**src/rtl/phase_cmd_pkg.sv**
```systemverilog
// Shared definitions for the phase-generator command path: word layout,
// ASCII opcodes, reply error bits and the arbiter state encoding.
package phase_cmd_pkg;

   localparam int CMD_W = 24;

   localparam logic [7:0] OP_A = "a";
   localparam logic [7:0] OP_W = "w";
   localparam logic [7:0] OP_B = "b";
   localparam logic [7:0] OP_N = "n";
   localparam logic [7:0] OP_C = "c";
   localparam logic [7:0] OP_G = "g";
   localparam logic [7:0] OP_S = "s";

   localparam int ERR_INVALID_CMD  = 0;
   localparam int ERR_INVALID_DATA = 1;
   localparam int ERR_OVERFLOW     = 7;

   // Opcode ASCII case bit inside the command word; uppercase requests a reply.
   localparam int CAPS_BIT = 21;

   typedef enum logic [1:0] {
      ST_STARTUP,
      ST_IDLE,
      ST_ISSUE,
      ST_GAP
   } arb_state_e;

   function automatic logic [CMD_W-1:0] make_cmd(input logic [7:0] op, input logic [15:0] arg);
      return {op, arg};
   endfunction

endpackage

```
**src/rtl/phase_cmd_arbiter_rr_pick.sv**
```systemverilog
// Combinational round-robin picker: first requester with req & mask set,
// searching upward from ptr_i+1 and wrapping.
module rr_pick #(
   parameter int N  = 2,
   parameter int PW = $clog2(N)
) (
   input  logic [N-1:0]  req_i,
   input  logic [N-1:0]  mask_i,
   input  logic [PW-1:0] ptr_i,
   output logic [N-1:0]  grant_o,
   output logic [PW-1:0] grant_idx_o,
   output logic          any_o
);
   import phase_cmd_pkg::*;

   always_comb begin
      grant_o     = '0;
      grant_idx_o = '0;
      any_o       = 1'b0;
      for (int ofs = 1; ofs <= N; ofs++) begin
         for (int j = 0; j < N; j++) begin
            if (!any_o && (j == (int'(ptr_i) + ofs) % N) && req_i[j] && mask_i[j]) begin
               any_o       = 1'b1;
               grant_o[j]  = 1'b1;
               grant_idx_o = PW'(j);
            end
         end
      end
   end

endmodule

```
**src/rtl/phase_cmd_arbiter.sv**
```systemverilog
// Arbiter in front of the phase generator command port: startup hold-off,
// forced idle gap after each command, locked bursts and reply routing.
module phase_cmd_arbiter #(
   parameter int N_REQ          = 2,
   parameter int STARTUP_CYCLES = 520,
   parameter int GAP_CYCLES     = 1,
   parameter int LOCK_TIMEOUT   = 16,
   parameter int CMD_W          = 24
) (
   input  logic                   i_command_clk,
   input  logic                   i_reset,
   input  logic [N_REQ-1:0]       i_req_valid,
   input  logic [N_REQ-1:0]       i_req_lock,
   input  logic [N_REQ*CMD_W-1:0] i_req_data,
   output logic [N_REQ-1:0]       o_req_ready,
   output logic                   o_command,
   output logic [CMD_W-1:0]       o_command_data,
   input  logic                   i_reply,
   input  logic [CMD_W-1:0]       i_reply_data,
   output logic [N_REQ-1:0]       o_reply_valid,
   output logic [CMD_W-1:0]       o_reply_data,
   output logic                   o_busy,
   output logic                   o_orphan
);
   import phase_cmd_pkg::*;

   localparam int PW  = $clog2(N_REQ);
   localparam int SCW = $clog2(STARTUP_CYCLES + 1);
   localparam int GCW = $clog2(GAP_CYCLES + 1);
   localparam int LCW = $clog2(LOCK_TIMEOUT + 1);

   arb_state_e       state_q, state_d;
   logic [SCW-1:0]   start_cnt_q, start_cnt_d;
   logic [GCW-1:0]   gap_cnt_q, gap_cnt_d;
   logic [PW-1:0]    ptr_q, ptr_d;
   logic             lock_q, lock_d;
   logic [PW-1:0]    lock_owner_q, lock_owner_d;
   logic [LCW-1:0]   lock_cnt_q, lock_cnt_d;
   logic [PW-1:0]    tag_q, tag_d;
   logic             window_q, window_d;
   logic             cmd_q, cmd_d;
   logic [CMD_W-1:0] cmd_data_q, cmd_data_d;
   logic [N_REQ-1:0] reply_valid_q, reply_valid_d;
   logic [CMD_W-1:0] reply_data_q, reply_data_d;
   logic             orphan_q, orphan_d;

   logic             lock_active;
   logic             in_idle;
   logic             xfer;
   logic [N_REQ-1:0] pick_mask;
   logic [N_REQ-1:0] pick;
   logic [PW-1:0]    win_idx;
   logic             pick_any;
   logic [CMD_W-1:0] req_word [N_REQ];

   // A lock whose counter has run out no longer restricts the pick.
   assign lock_active = lock_q && (lock_cnt_q != '0);

   genvar gi;
   for (gi = 0; gi < N_REQ; gi++) begin : g_req
      assign req_word[gi]      = i_req_data[gi*CMD_W +: CMD_W];
      assign pick_mask[gi]     = !lock_active || (lock_owner_q == PW'(gi));
      assign reply_valid_d[gi] = i_reply && window_q && (tag_q == PW'(gi));
   end

   rr_pick #(.N(N_REQ), .PW(PW)) u_pick (
      .req_i       (i_req_valid),
      .mask_i      (pick_mask),
      .ptr_i       (ptr_q),
      .grant_o     (pick),
      .grant_idx_o (win_idx),
      .any_o       (pick_any)
   );

   assign in_idle     = (state_q == ST_IDLE);
   assign xfer        = in_idle && pick_any;
   assign o_req_ready = in_idle ? pick : '0;

   always_comb begin
      state_d      = state_q;
      start_cnt_d  = start_cnt_q;
      gap_cnt_d    = gap_cnt_q;
      ptr_d        = ptr_q;
      lock_d       = lock_q;
      lock_owner_d = lock_owner_q;
      lock_cnt_d   = lock_cnt_q;
      tag_d        = tag_q;
      cmd_d        = 1'b0;
      cmd_data_d   = cmd_data_q;
      window_d     = (state_q == ST_ISSUE);
      reply_data_d = (i_reply && window_q) ? i_reply_data : reply_data_q;
      orphan_d     = i_reply && !window_q;

      unique case (state_q)
         ST_STARTUP: begin
            if (start_cnt_q == SCW'(STARTUP_CYCLES - 1)) state_d = ST_IDLE;
            else start_cnt_d = start_cnt_q + SCW'(1);
         end
         ST_IDLE: begin
            if (xfer) begin
               state_d    = ST_ISSUE;
               ptr_d      = win_idx;
               tag_d      = win_idx;
               cmd_d      = 1'b1;
               cmd_data_d = req_word[win_idx];
               if (i_req_lock[win_idx]) begin
                  lock_d       = 1'b1;
                  lock_owner_d = win_idx;
                  lock_cnt_d   = LCW'(LOCK_TIMEOUT);
               end else begin
                  lock_d = 1'b0;
               end
            end else if (lock_q) begin
               if (lock_cnt_q == '0) lock_d = 1'b0;
               else lock_cnt_d = lock_cnt_q - LCW'(1);
            end
         end
         ST_ISSUE: begin
            // The arbitration cycle in IDLE is itself the last idle cycle of the gap.
            if (GAP_CYCLES > 1) begin
               state_d   = ST_GAP;
               gap_cnt_d = '0;
            end else begin
               state_d = ST_IDLE;
            end
         end
         ST_GAP: begin
            if (gap_cnt_q == GCW'(GAP_CYCLES - 2)) state_d = ST_IDLE;
            else gap_cnt_d = gap_cnt_q + GCW'(1);
         end
         default: state_d = ST_STARTUP;
      endcase
   end

   always_ff @(posedge i_command_clk) begin
      if (i_reset) begin
         state_q       <= ST_STARTUP;
         start_cnt_q   <= '0;
         gap_cnt_q     <= '0;
         ptr_q         <= PW'(N_REQ - 1);
         lock_q        <= 1'b0;
         lock_owner_q  <= '0;
         lock_cnt_q    <= '0;
         tag_q         <= '0;
         window_q      <= 1'b0;
         cmd_q         <= 1'b0;
         cmd_data_q    <= '0;
         reply_valid_q <= '0;
         reply_data_q  <= '0;
         orphan_q      <= 1'b0;
      end else begin
         state_q       <= state_d;
         start_cnt_q   <= start_cnt_d;
         gap_cnt_q     <= gap_cnt_d;
         ptr_q         <= ptr_d;
         lock_q        <= lock_d;
         lock_owner_q  <= lock_owner_d;
         lock_cnt_q    <= lock_cnt_d;
         tag_q         <= tag_d;
         window_q      <= window_d;
         cmd_q         <= cmd_d;
         cmd_data_q    <= cmd_data_d;
         reply_valid_q <= reply_valid_d;
         reply_data_q  <= reply_data_d;
         orphan_q      <= orphan_d;
      end
   end

   assign o_command      = cmd_q;
   assign o_command_data = cmd_data_q;
   assign o_reply_valid  = reply_valid_q;
   assign o_reply_data   = reply_data_q;
   assign o_orphan       = orphan_q;
   assign o_busy         = (state_q == ST_STARTUP);

endmodule
```
**config.mk**
```make
export PLATFORM = sky130hd
export DESIGN_NAME = phase_cmd_arbiter
export DESIGN_NICKNAME = d
export VERILOG_FILES = /design/src/rtl/phase_cmd_pkg.sv /design/src/rtl/phase_cmd_arbiter_rr_pick.sv /design/src/rtl/phase_cmd_arbiter.sv
export SDC_FILE = /design/constraint.sdc
export NUM_CORES = 1
export LEC_CHECK = 0
export BUFFER_PORTS_ARGS = -buffer_cell sky130_fd_sc_hd__buf_2
export CAP_MARGIN = 20
export CORE_MARGIN = 3
export CORE_UTILIZATION = 45
export DETAILED_ROUTE_END_ITERATION = 16
export GPL_TIMING_DRIVEN = 0
export PLACE_DENSITY_LB_ADDON = 0.3
export SLEW_MARGIN = 10
export SYNTH_ARGS = -nofsm -noshare
export SYNTH_HDL_FRONTEND = slang
export SYNTH_SLANG_ARGS = --single-unit
```
**constraint.sdc**
```tcl
create_clock -name i_command_clk -period 3.3 [get_ports i_command_clk]
set_input_delay 0.495 -clock i_command_clk [delete_from_list [all_inputs] [get_ports i_command_clk]]
set_output_delay 0.495 -clock i_command_clk [all_outputs]
set_load 0.02 [all_outputs]
```
Word level (Yosys, flattened, before mapping) --
Cells that the tools add are included.
Word-level totals: flip-flop bits (word level) 75, bits in latches 0, RAM bits 0, ROM bits 0, input bits 79, output and inout bits 55, memories kept 0
Operators by class: add/subtract/negate cells 5, multiply operators 0, divide/modulo/power cells 0, $lt $le $gt $ge 2, equal/unequal tests 11, shift-type cells 0, mux-type cells 29, bitwise gates (word level) 7, reduce and logical (&&, ||, !) cells 36
Operator list (count):
- two-way mux 24 bit | 3
- logical NOT 32 bit | 2
- two-way mux 5 bit | 4
- logical AND 1 bit | 17
- two-way mux 1 bit | 17
- adder 10 x 1 -> 10 bit (second input constant) | 1
- equality test 10 bit (second input constant) | 1
- two-way mux 2 bit | 4
- one-hot mux 2 bit (4 select lines) | 1
- != test 2 x 1 -> 1 bit (second input constant) | 3
- AND reduction 3 bit | 2
- logical NOT 1 bit | 5
- logical NOT 5 bit | 1
- nonzero test 5 bit | 1
- subtractor 5 x 1 -> 5 bit (second input constant) | 1
- equality test 2 bit (first input constant) | 2
- equality test 2 bit (second input constant) | 2
- != test 2 bit (second input constant) | 2
- NOT 1 bit | 4
- AND reduction 2 bit | 2
- AND reduction 4 bit | 1
- adder 1 bit (second input constant) | 3
- bitwise AND 1 bit (first input constant) | 2
- equality test 2 x 1 -> 1 bit (second input constant) | 1
- other kinds (7) | 8

Depth between registers and ports, before layout --
Gate-level depths: netlist of the first run.
word-level depth 25, gate-level depth with buffers 8, gate-level depth less buffers 7

Modules after synthesis --
A second synthesis of the first run with hierarchy kept.
Unflattened totals: cells, all modules 349, area total of the unflattened synthesis 3103.0 µm²
Modules (own cells, without submodules):
- phase_cmd_arbiter | times used 1, cells an instance 343, area each 3069.2 µm²
- rr_pick | times used 1, cells an instance 6, area each 33.8 µm²

Worst setup path before layout of the first run --
OpenSTA, ideal clock, no wires.
kind reg2out, from register lock_cnt_q[0], to output port o_req_ready[0], data arrival time 1.874 ns, setup slack 0.931 ns, cell stages (with the launch flop) 8, buffers on the path 1, cell sequence dfxtp_1 inv_1 ha_1 or4b_1 a21oi_1 nor2_4 buf_6 nor2_1
On the way: word-level cells in the longest chain between the ends 17, elaborated cells between the ends (all ways) 18
RTL lines:
- start: declaration | line phase_cmd_arbiter.sv:38 | logic [LCW-1:0] lock_cnt_q, lock_cnt_d;
- start signal: assignment | line phase_cmd_arbiter.sv:158 | lock_cnt_q <= lock_cnt_d;
- nonzero test 5 bit * | line phase_cmd_arbiter.sv:57 | assign lock_active = lock_q && (lock_cnt_q != '0);
- logical AND 1 bit * | line phase_cmd_arbiter.sv:57
- logical NOT 1 bit * | line phase_cmd_arbiter.sv:62 | assign pick_mask[gi] = !lock_active || (lock_owner_q == PW'(gi));
- logical OR 1 bit | line phase_cmd_arbiter.sv:62
- logical AND 1 bit | line phase_cmd_arbiter_rr_pick.sv:22 | if (!any_o && (j == (int'(ptr_i) + ofs) % N) && req_i[j] && mask_i[j]) begin
- two-way mux 1 bit | line phase_cmd_arbiter_rr_pick.sv:22
- logical NOT 1 bit | line phase_cmd_arbiter_rr_pick.sv:22
- logical AND 1 bit (3 in series) | line phase_cmd_arbiter_rr_pick.sv:22
- two-way mux 1 bit | line phase_cmd_arbiter_rr_pick.sv:22
- logical NOT 1 bit | line phase_cmd_arbiter_rr_pick.sv:22
- logical AND 1 bit (3 in series) | line phase_cmd_arbiter_rr_pick.sv:22
- two-way mux 1 bit * | line phase_cmd_arbiter_rr_pick.sv:22
- two-way mux 2 bit * | line phase_cmd_arbiter.sv:77 | assign o_req_ready = in_idle ? pick : '0;
- end: declaration | line phase_cmd_arbiter.sv:15 | output logic [N_REQ-1:0] o_req_ready,
Every way passes the cells marked *; elsewhere a longest branch is shown, timed or not.

Worst setup path in the final report of the first run --
from register lock_cnt_q[0], to output port o_req_ready[1]
On the way: word-level cells in the longest chain between the ends 22, elaborated cells between the ends (all ways) 24
RTL lines (line):
- nonzero test 5 bit * | phase_cmd_arbiter.sv:57
- logical AND 1 bit * | phase_cmd_arbiter.sv:57
- logical NOT 1 bit * | phase_cmd_arbiter.sv:62
- logical OR 1 bit | phase_cmd_arbiter.sv:62
- logical AND 1 bit | phase_cmd_arbiter_rr_pick.sv:22
- two-way mux 1 bit | phase_cmd_arbiter_rr_pick.sv:22
- logical NOT 1 bit | phase_cmd_arbiter_rr_pick.sv:22
- logical AND 1 bit (3 in series) | phase_cmd_arbiter_rr_pick.sv:22
- two-way mux 1 bit | phase_cmd_arbiter_rr_pick.sv:22
- logical NOT 1 bit | phase_cmd_arbiter_rr_pick.sv:22
- logical AND 1 bit (3 in series) | phase_cmd_arbiter_rr_pick.sv:22
- two-way mux 1 bit | phase_cmd_arbiter_rr_pick.sv:22
- logical NOT 1 bit | phase_cmd_arbiter_rr_pick.sv:22
- logical AND 1 bit (3 in series) | phase_cmd_arbiter_rr_pick.sv:22
- two-way mux 1 bit * | phase_cmd_arbiter_rr_pick.sv:22
- two-way mux 2 bit * | phase_cmd_arbiter.sv:77
Marked as above.

==> results of run 1 <==
-- area by class of cell --
cell class                      instances  area, um2
Inverter                                7       26.3
Timing Repair Buffer                  132        661
Tap cell                               93        116
Buffer                                 20       93.8
Fill cell                             580       2380
Clock buffer                           12        145
Clock inverter                          4       97.6
Multi-Input combinational cell        261       1540
Sequential cell                        75       1500
-- worst paths after layout --
check | from | to | slack [ns] | cells past startpoint
hold / removal | i_reply_data[14] | o_reply_data[14]$_SDFFE_PP0P_ | 0.39 | 3
setup / recovery | lock_cnt_q[0]$_SDFFE_PP0P_ | o_req_ready[1] | 0.37 | 9
hold reg to reg | o_reply_data[19]$_SDFFE_PP0P_ | o_reply_data[19]$_SDFFE_PP0P_ | 0.45 | 2
setup reg to reg | lock_cnt_q[0]$_SDFFE_PP0P_ | o_command_data[23]$_SDFFE_PP0P_ | 1.03 | 7
-- power by group --
part	internal, mW	total [mW]	leakage (nW)	switching, mW
logic	0.0586	0.118	1.08	0.0590
registers	0.908	0.912	0.605	0.00341
clock network	0.524	0.843	0.117	0.319
total	1.49	1.87	1.80	0.382
-- registers in the layout, summed over array words and instances, names as in the netlist --
| name | cells |
|---|---|
| o_command_data | 24 |
| o_reply_data | 24 |
| start_cnt_q | 10 |
| lock_cnt_q | 5 |
| o_reply_valid | 2 |
| state_q | 2 |
| gap_cnt_q | 1 |
| lock_owner_q | 1 |
| lock_q | 1 |
| o_command | 1 |
| o_orphan | 1 |
| ptr_q | 1 |
| tag_q | 1 |
| window_q | 1 |
-- kinds of logic after synthesis --
| kind of cell | after synthesis | synth area share (%) |
|---|---|---|
| AND/OR/NAND/NOR | 140 | 20.9 |
| AO/OA/AOI/OAI | 84 | 16.2 |
| flip-flops | 75 | 47.4 |
| buffers and inverters | 27 | 3.79 |
| multiplexers | 27 | 8.54 |
| XOR/XNOR | 7 | 1.94 |
| adder cells (fa/ha/maj) | 3 | 1.19 |
-- synthesized netlist by cell type (all sizes together) (2+ instances only) --
cell type   n
nand4       5
clkbuf     14
nor3b       2
xor2        6
o32a        2
nor2b       3
or4b        2
dfxtp      75
a211oi     24
ha          3
buf         6
nor2       40
mux2i      27
and3        5
o21ai      11
o31ai       2
nand2      61
o22ai       2
or3         4
nand2b      2
a21oi      38
inv         7
nor3        6
nand3       4
and2        2
-- stage by stage --
step	hold WS [ns]	util (%)	cells
2_1_floorplan	0.410	-	363
3_3_place_gp	0.439	60.0	588
3_5_place_dp	0.445	60.0	588
4_1_cts	0.372	63.7	604
5_1_grt	0.390	63.7	604
6_report	0.390	63.7	604
-- routing by layer --
metal | track usage [%] | up-vias | routed length (um)
met5 | 0 | - | 0
met4 | 8.67 | 0 | 167
met2 | 35.2 | 135 | 3880
met1 | 23.8 | 1393 | 3400
li1 | - | 1551 | -
met3 | 5.76 | 16 | 658
-- critical path, delay by kind of cell, from the launching register on --
kind | cells | cell delay [ns]
buffers and inverters | 4 | 0.50
AO/OA/AOI/OAI | 1 | 0.31
flip-flops | 1 | 0.34
adder cells (fa/ha/maj) | 1 | 0.19
AND/OR/NAND/NOR | 3 | 0.77
==> reports/results.ini, run 1 <==
[run_status]
status=completed

[setup_path]
critPathSlowestCell=or4b_1
end_kind=output port
slowest_delay_ns=0.50
cpMostUsedCell=inv_1
worstPathArrival_ns=2.44
worstPathCellList=inv_1, ha_1, or4b_1, a21oi_1, nor2_4, buf_6, nand2_1, inv_1, buf_2
worstSetupPathType=flop to output port
cp_max_fo=10
cp-start-kind=flop
worstPathRequired_ns=2.80

[detailed_routing]
firstDrtPassIters=4
antenna_left=0
wl_per_cell_um=13.4
drt-total-wl_mm=8.11
vias_per_cell=5.12
vias=3095
drcViolationCount=0
drtIter0Drc=89

[sta]
fmax_mhz=341
rsz0062_at_grt=no
fin_skew_ns=0.00429
slew_viol_final=0
fin_crit_ns=2.93
setup_slack_ns=0.365
period_share_pct=88.9
hold_viol=0
final.setup.tns_ns=0
tightest_slew_ns=0.720
finalSetupViolCount=0
relSlewSlack_pct=52.0

[logic_synthesis]
syn_avg_cell_area_um2=8.72
syn_area_um2=3170
synth_area_leaders=dfxtp_1, mux2i_1, nand2_1
synth_ff_type=dfxtp_1
synthArstFlopShare_pct=0
synth_cell_types=41
ys_seq_area_share_pct=47.4
syn_nets=445
yosysTopAreaCell=dfxtp_1
synth-warning-count=0
syn-instance-count=363
synth_edf_count=0
ys_seq_elements=75
synth.top_cell.area_share_pct=47.4

[finish]
final_area_um2=4190
drive_gt1_share_pct=30.3
area_growth_pct=32.2
num-nets-final=588
final_cell_mix=buf_2, dfxtp_1, nand2_1
antenna_cells=0
final_common_cell=buf_2

[global_route]
antenna_found_initial=0
grt_pass1_vias=3036
grt_overflow=0
grt_pass1_wl_mm=13.8
globalRouteTotalUtil_pct=20.4
grt_max_degree=13

[placed_design]
dp_slack_ns=0.746
place.gp.congestion=0.796
hpwl_mm=6.27
port_buffers=132
placed_cell_area_um2=3940

[floorplan]
die-width_um=89.9
rows=29
io_pins=134
die_h_um=89.9
start_util_pct=48.2
die_area_um2=8080
core_area_um2=6570

[clock_tree]
cts_tree=done
clk_path_buf_depth=2
post_cts_buffers=0
numCtsBuffers=9
clock_sinks=75
cts-root-buf=clkbuf_8
cts-hold-fix-buffers=0
cts_resized=0
clkTransAtPathRegs_ns=0.08
clk_latency_ns=0.33
h-tree-depth=3

[power]
p_leak_nw=1.80
p_total_mw=1.87
peakVddDrop_mv=0.260
p_per_area_nw_per_um2=447

[worst_hold_path]
hold_class=primary input to flop

[job]
drv_cap=0

No activity file was read; power rests on OpenSTA's default activity.
==> inputs of run 2 (changes only) <==
--- a/config.mk
+++ b/config.mk
@@ -15,4 +15,5 @@
 export SLEW_MARGIN = 10
 export SYNTH_ARGS = -nofsm -noshare
 export SYNTH_HDL_FRONTEND = slang
+export SYNTH_HIERARCHICAL = 1
 export SYNTH_SLANG_ARGS = --single-unit
==> run 2 against run 1 <==
Wire length is 5.5% lower. Setup slack better by 0.18 ns. Total power is 0.53% lower. Critical path type unchanged. Count of clock-buffer cells in the layout is 3 lower. Cell count is 5.0% lower. Register-to-register slack worse by 0.38 ns. Via count is 6.2% lower. Sequential share of layout area is 0.74 points higher. Utilization is 0.95 points lower. First-iteration DRC count is 38% higher.
==> reports/results.ini, run 2 <==
[run_status]
status=completed  ; unchanged

[finish]
num-nets-final=573  ; was 588
fillers=566  ; was 580
final_cell_mix=buf_2, dfxtp_1, nand2_1  ; unchanged
antenna_cells=0  ; unchanged
final_core_util_pct=62.8  ; was 63.7%
area_growth_pct=32.1  ; was 32.2%
final_common_cell=buf_2  ; unchanged
drive_gt1_share_pct=33.0  ; was 30.3%

[worst_hold_path]
hold_path_depth=3  ; unchanged
min_to=o_reply_data[20]$_SDFFE_PP0N_  ; was o_reply_data[14]$_SDFFE_PP0P_
holdCritStartpoint=i_reply_data[20]  ; was i_reply_data[14]
hold_class=primary input to flop  ; unchanged

[clock_tree]
clock_sinks=75  ; unchanged
cts-hold-fix-buffers=0  ; unchanged
numCtsBuffers=9  ; unchanged
post_cts_buffers=0  ; unchanged
cts-root-buf=clkbuf_8  ; unchanged
cts_resized=0  ; unchanged
clkTransAtPathRegs_ns=0.08  ; about the same
clk_path_buf_depth=2  ; unchanged
h-tree-depth=3  ; unchanged
cts_tree=done  ; unchanged
clk_latency_ns=0.34  ; was 0.33 ns

[logic_synthesis]
syn_area_um2=3100  ; was 3170 um2
synth_area_leaders=dfxtp_1, mux2i_1, nand2_1  ; unchanged
synth_cell_types=44  ; was 41
synthArstFlopShare_pct=0  ; unchanged
synth.most_common_cell=dfxtp_1  ; unchanged
synth_edf_count=0  ; unchanged
synth.top_cell.area_share_pct=48.4  ; was 47.4%
ys_seq_elements=75  ; unchanged
synth_common_cells=dfxtp_1, nand2_1, nor2_1  ; unchanged
synth_ff_type=dfxtp_1  ; unchanged
syn_nets=430  ; was 445
ys_seq_area_share_pct=48.4  ; was 47.4%
synth-warning-count=6  ; was 0
yosysTopAreaCell=dfxtp_1  ; unchanged
syn_avg_cell_area_um2=8.89  ; was 8.72 um2
syn-instance-count=349  ; was 363

[setup_path]
r2r-end=lock_cnt_q[1]$_SDFFE_PP0P_  ; was o_command_data[23]$_SDFFE_PP0P_
cp_max_fo=4  ; was 10
critPathSlowestCell=or3b_2  ; was or4b_1
rr_worst_depth=11  ; was 7
worstPathRequired_ns=2.80  ; about the same
slowest_delay_ns=0.45  ; was 0.50 ns
worstSetupPathType=flop to output port  ; unchanged
timing.rr.start=lock_cnt_q[0]$_SDFFE_PP0P_  ; unchanged
end_kind=output port  ; unchanged
cp-start-kind=flop  ; unchanged
cpMostUsedCell=inv_1  ; unchanged
worstPathCellList=inv_1, ha_1, nor4b_4, or3b_2, nand2_1, o21ba_1, inv_1, nor2_1, buf_2  ; was inv_1, ha_1, or4b_1, a21oi_1, nor2_4, buf_6, nand2_1, inv_1, buf_2
ff2ff_setup_slack_ns=0.65  ; was 1.03 ns
worstPathArrival_ns=2.26  ; was 2.44 ns

[detailed_routing]
drtIter0Drc=123  ; was 89
drt-total-wl_mm=7.66  ; was 8.11 mm
vias_per_cell=5.06  ; was 5.12
wl_per_cell_um=13.3  ; was 13.4 um
firstDrtPassIters=4  ; unchanged
vias=2904  ; was 3095
antenna_left=0  ; unchanged
drcViolationCount=0  ; unchanged

[power]
p_leak_nw=1.81  ; was 1.80 nW
peakVddDrop_mv=0.220  ; was 0.260 mV
p_per_area_nw_per_um2=454  ; was 447 nW/um2

[sta]
fin_crit_ns=2.75  ; was 2.93 ns
tightest_slew_ns=0.567  ; was 0.720 ns
fmax_mhz=363  ; was 341 MHz
finalSetupViolCount=0  ; unchanged
period_share_pct=83.5  ; was 88.9%
slew_viol_final=0  ; unchanged
relSlewSlack_pct=62.2  ; was 52.0%
final.setup.tns_ns=0  ; unchanged
rsz0062_at_grt=no  ; unchanged
hold_viol=0  ; unchanged
fin_skew_ns=0.00897  ; was 0.00429 ns

[floorplan]
core_area_um2=6530  ; was 6570 um2
start_util_pct=47.5  ; was 48.2%
rows=29  ; unchanged
io_pins=134  ; unchanged
die_h_um=89.0  ; was 89.9 um
die-width_um=89.0  ; was 89.9 um
die_area_um2=7930  ; was 8080 um2

[placed_design]
place.gp.congestion=0.769  ; was 0.796
hpwl_mm=5.81  ; was 6.27 mm
port_buffers=132  ; unchanged

[global_route]
grt_pass1_wl_mm=12.3  ; was 13.8 mm
grt_overflow=0  ; unchanged
globalRouteTotalUtil_pct=19.8  ; was 20.4%
grt_pass1_vias=2769  ; was 3036
antenna_found_initial=0  ; unchanged
grt_max_degree=14  ; was 13

[job]
drv_cap=0  ; unchanged

run 2: metrics by stage:
step           power (mW)  area, um2  instances  worst slack, ns  hold WS, ns
3_3_place_gp         1.04       3860        558            0.742        0.420
3_5_place_dp         1.05       3860        558            0.691        0.423
2_1_floorplan       0.985       3100        349            0.950        0.412
4_1_cts              1.88       4100        574            0.529        0.366
6_report             1.86       4100        574            0.546        0.385
5_1_grt              1.92       4100        574            0.388        0.382
run 2: logic make-up after synthesis:
family          after synthesis  share of synthesized area (%)
flops                        75                           48.4
mux                          28                           9.19
simple gates                138                           21.6
buf+inv                      31                           4.03
compound gates               69                           14.3
fa+ha+maj                     2                          0.806
xor+xnor                      6                           1.69
run 2: cell type report:
class	instances	area (um2)	area share, %
Clock buffer	9	124	3.02
Timing Repair Buffer	132	661	16.1
Clock inverter	7	116	2.84
Tap cell	77	96.3	2.35
Inverter	8	30.0	0.732
Sequential cell	75	1500	36.6
Multi-Input combinational cell	243	1480	36.0
Buffer	23	95.1	2.32
run 2: worst max-delay path by stage:
stage                                    start                         end  slack (ns)  cells after the start
finish              lock_cnt_q[0]$_SDFFE_PP0P_              o_req_ready[0]        0.55                      9
global route        lock_cnt_q[0]$_SDFFE_PP0P_  lock_cnt_q[2]$_SDFFE_PP0P_        0.39                     11
CTS                 lock_cnt_q[0]$_SDFFE_PP0P_              o_req_ready[0]        0.53                      9
detailed placement  lock_cnt_q[0]$_SDFFE_PP0P_  lock_cnt_q[1]$_SDFFE_PP0P_        0.69                     11
global placement    lock_cnt_q[0]$_SDFFE_PP0P_  lock_cnt_q[1]$_SDFFE_PP0P_        0.74                     11
floorplan           lock_cnt_q[0]$_SDFFE_PP0P_  lock_cnt_q[1]$_SDFFE_PP0P_        0.95                      9
run 2: report_power, final:
| part | leakage [nW] | internal (mW) | switching, mW |
|---|---|---|---|
| combinational | 1.09 | 0.0575 | 0.0553 |
| clock | 0.119 | 0.501 | 0.338 |
| sequential | 0.605 | 0.908 | 0.00293 |
run 2: routing by layer:
layer	routed length (um)	part of all wire [%]	global-route usage [%]
met1	3360	44	24.6
met2	3550	46	33.5
met3	635	8.3	4.33
met4	112	1.5	7.71
met5	0	0	0
run 2: worst max-delay path, delay by kind of cell (launching register included):
kind	cells	cell delay [ns]
AND/OR/NAND/NOR	4	0.88
flip-flops	1	0.36
buffers and inverters	3	0.30
adder cells (fa/ha/maj)	1	0.24
AO/OA/AOI/OAI	1	0.14
==> inputs of run 3 (changes only) <==
==> constraint.sdc (replaced) <==
create_clock -name i_command_clk -period 2.8 [get_ports i_command_clk]
set_input_delay 0.42 -clock i_command_clk [delete_from_list [all_inputs] [get_ports i_command_clk]]
set_output_delay 0.42 -clock i_command_clk [all_outputs]
set_load 0.02 [all_outputs]
==> run 3 against run 2 <==
Highest routed layer unchanged. Utilization up 0.13 points. Non-clock buffer count unchanged. Clock skew about the same.
==> reports/results.ini, run 3 (same netlist as run 2, synthesis figures left out) <==
[floorplan]
die_h_um=89.0  ; unchanged
core_area_um2=6530  ; unchanged
io_pins=134  ; unchanged
rows=29  ; unchanged
start_util_pct=47.5  ; unchanged
die_area_um2=7930  ; unchanged
die-width_um=89.0  ; unchanged

[setup_path]
cp_max_fo=4  ; unchanged
critPathSlowestCell=or3b_2  ; unchanged
startpoint=lock_cnt_q[0]$_SDFFE_PP0P_  ; unchanged
worstSetupPathType=flop to output port  ; unchanged
worstPathArrival_ns=2.23  ; was 2.26 ns
path_buf_inv=3  ; unchanged
end_kind=output port  ; unchanged
worstPathCellList=inv_1, ha_1, nor4b_4, or3b_2, nand2_2, o21ba_1, inv_1, nor2_1, buf_2  ; was inv_1, ha_1, nor4b_4, or3b_2, nand2_1, o21ba_1, inv_1, nor2_1, buf_2
slowest_delay_ns=0.46  ; was 0.45 ns
timing.rr.start=lock_cnt_q[0]$_SDFFE_PP0P_  ; unchanged
crit_family=simple AND/OR/NAND/NOR gates  ; unchanged
cp-start-kind=flop  ; unchanged
cpMostUsedCell=inv_1  ; unchanged
worstPathRequired_ns=2.38  ; was 2.80 ns

[detailed_routing]
wl_per_cell_um=13.4  ; was 13.3 um
drtIter0Drc=101  ; was 123
drt-total-wl_mm=7.67  ; was 7.66 mm
firstDrtPassIters=4  ; unchanged
vias_per_cell=5.07  ; was 5.06
drcViolationCount=0  ; unchanged
vias=2911  ; was 2904
antenna_left=0  ; unchanged

[sta]
finalSetupViolCount=0  ; unchanged
fmax_mhz=377
period_share_pct=94.8
setup_slack_ns=0.147  ; was 0.546 ns
relSlewSlack_pct=61.7  ; was 62.2%
hold_ws_ns=0.310  ; was 0.385 ns
rsz0062_at_grt=no  ; unchanged
slew_viol_final=0  ; unchanged
tightest_slew_ns=0.574  ; was 0.567 ns
final.setup.tns_ns=0  ; unchanged
hold_viol=0  ; unchanged
fin_skew_ns=0.00893  ; was 0.00897 ns
fin_crit_ns=2.65

[global_route]
grt_pass1_wl_mm=12.3  ; unchanged
globalRouteTotalUtil_pct=19.8  ; unchanged
grt_max_degree=14  ; unchanged
grt_overflow=0  ; unchanged
antenna_found_initial=0  ; unchanged
grt_pass1_vias=2769  ; unchanged

[clock_tree]
clkTransAtPathRegs_ns=0.08  ; about the same
cts-root-buf=clkbuf_8  ; unchanged
clk_latency_ns=0.34  ; about the same
clock_sinks=75  ; unchanged
clk_path_buf_depth=2  ; unchanged
cts_resized=0  ; unchanged
numCtsBuffers=9  ; unchanged
h-tree-depth=3  ; unchanged
cts-hold-fix-buffers=0  ; unchanged
post_cts_buffers=0  ; unchanged
cts_tree=done  ; unchanged

[finish]
num-nets-final=573  ; unchanged
final_area_um2=4110  ; was 4100 um2
fillers=566  ; unchanged
area_growth_pct=32.4  ; was 32.1%
fin_cells=574  ; unchanged
final_cell_mix=buf_2, dfxtp_1, nand2_1  ; unchanged
drive_gt1_share_pct=33.4  ; was 33.0%
antenna_cells=0  ; unchanged
final_common_cell=buf_2  ; unchanged
final_core_util_pct=62.9  ; was 62.8%

[power]
peakVddDrop_mv=0.260  ; was 0.220 mV
p_leak_nw=1.81  ; about the same
p_total_mw=2.20  ; was 1.86 mW
p_per_area_nw_per_um2=535  ; was 454 nW/um2

[placed_design]
hpwl_mm=5.81  ; unchanged
dp_cells=558  ; unchanged
placed_cell_area_um2=3860  ; unchanged
place.gp.congestion=0.769  ; unchanged
dp_slack_ns=0.191  ; was 0.691 ns
port_buffers=132  ; unchanged

[worst_hold_path]
hold_class=primary input to flop  ; unchanged
holdCritStartpoint=i_reply_data[20]  ; unchanged

[job]
drv_cap=0  ; unchanged

[run_status]
status=completed  ; unchanged

-- run 3: cell types whose count changed in the layout (fill, tap and decap cells not counted), sizes merged --
cell / before / now
buf: 139 / 138
clkbuf: 25 / 26
-- run 3: power breakdown --
group	switching (mW)	total (mW)	internal, mW
logic	0.0658	0.134	0.0683
registers	0.00343	1.07	1.07
clock network	0.400	0.990	0.590
total	0.469	2.20	1.73
-- run 3: area by class of cell --
class                           count  area (um2)  area share, %
Buffer                             23        97.6           2.38
Clock buffer                        9         124           3.01
Clock inverter                      7         116           2.83
Inverter                            8        30.0          0.731
Multi-Input combinational cell    243        1480           36.1
Sequential cell                    75        1500           36.5
Tap cell                           77        96.3           2.34
Timing Repair Buffer              132         661           16.1
-- run 3: tightest hold or removal path: cells and delay by family --
family	cells	cell delay, ns
buf+inv	1	0.09
simple gates	1	0.04
compound gates	1	0.05
-- run 3: per-layer routing --
metal	vias up	GRT usage [%]	share of wire, %
met5	-	0	0
met4	0	7.71	1.5
met3	12	4.33	8.2
met2	115	33.5	46
met1	1297	24.6	44
li1	1487	-	-
-- run 3: worst paths after layout --
kind	to	slack (ns)	depth (start not counted)
worst min-delay path	o_reply_data[20]$_SDFFE_PP0N_	0.31	3
worst min register to register	o_orphan$_SDFF_PP0_	0.44	1
worst max register to register	lock_cnt_q[1]$_SDFFE_PP0P_	0.20	9
worst max-delay path	o_req_ready[0]	0.15	9
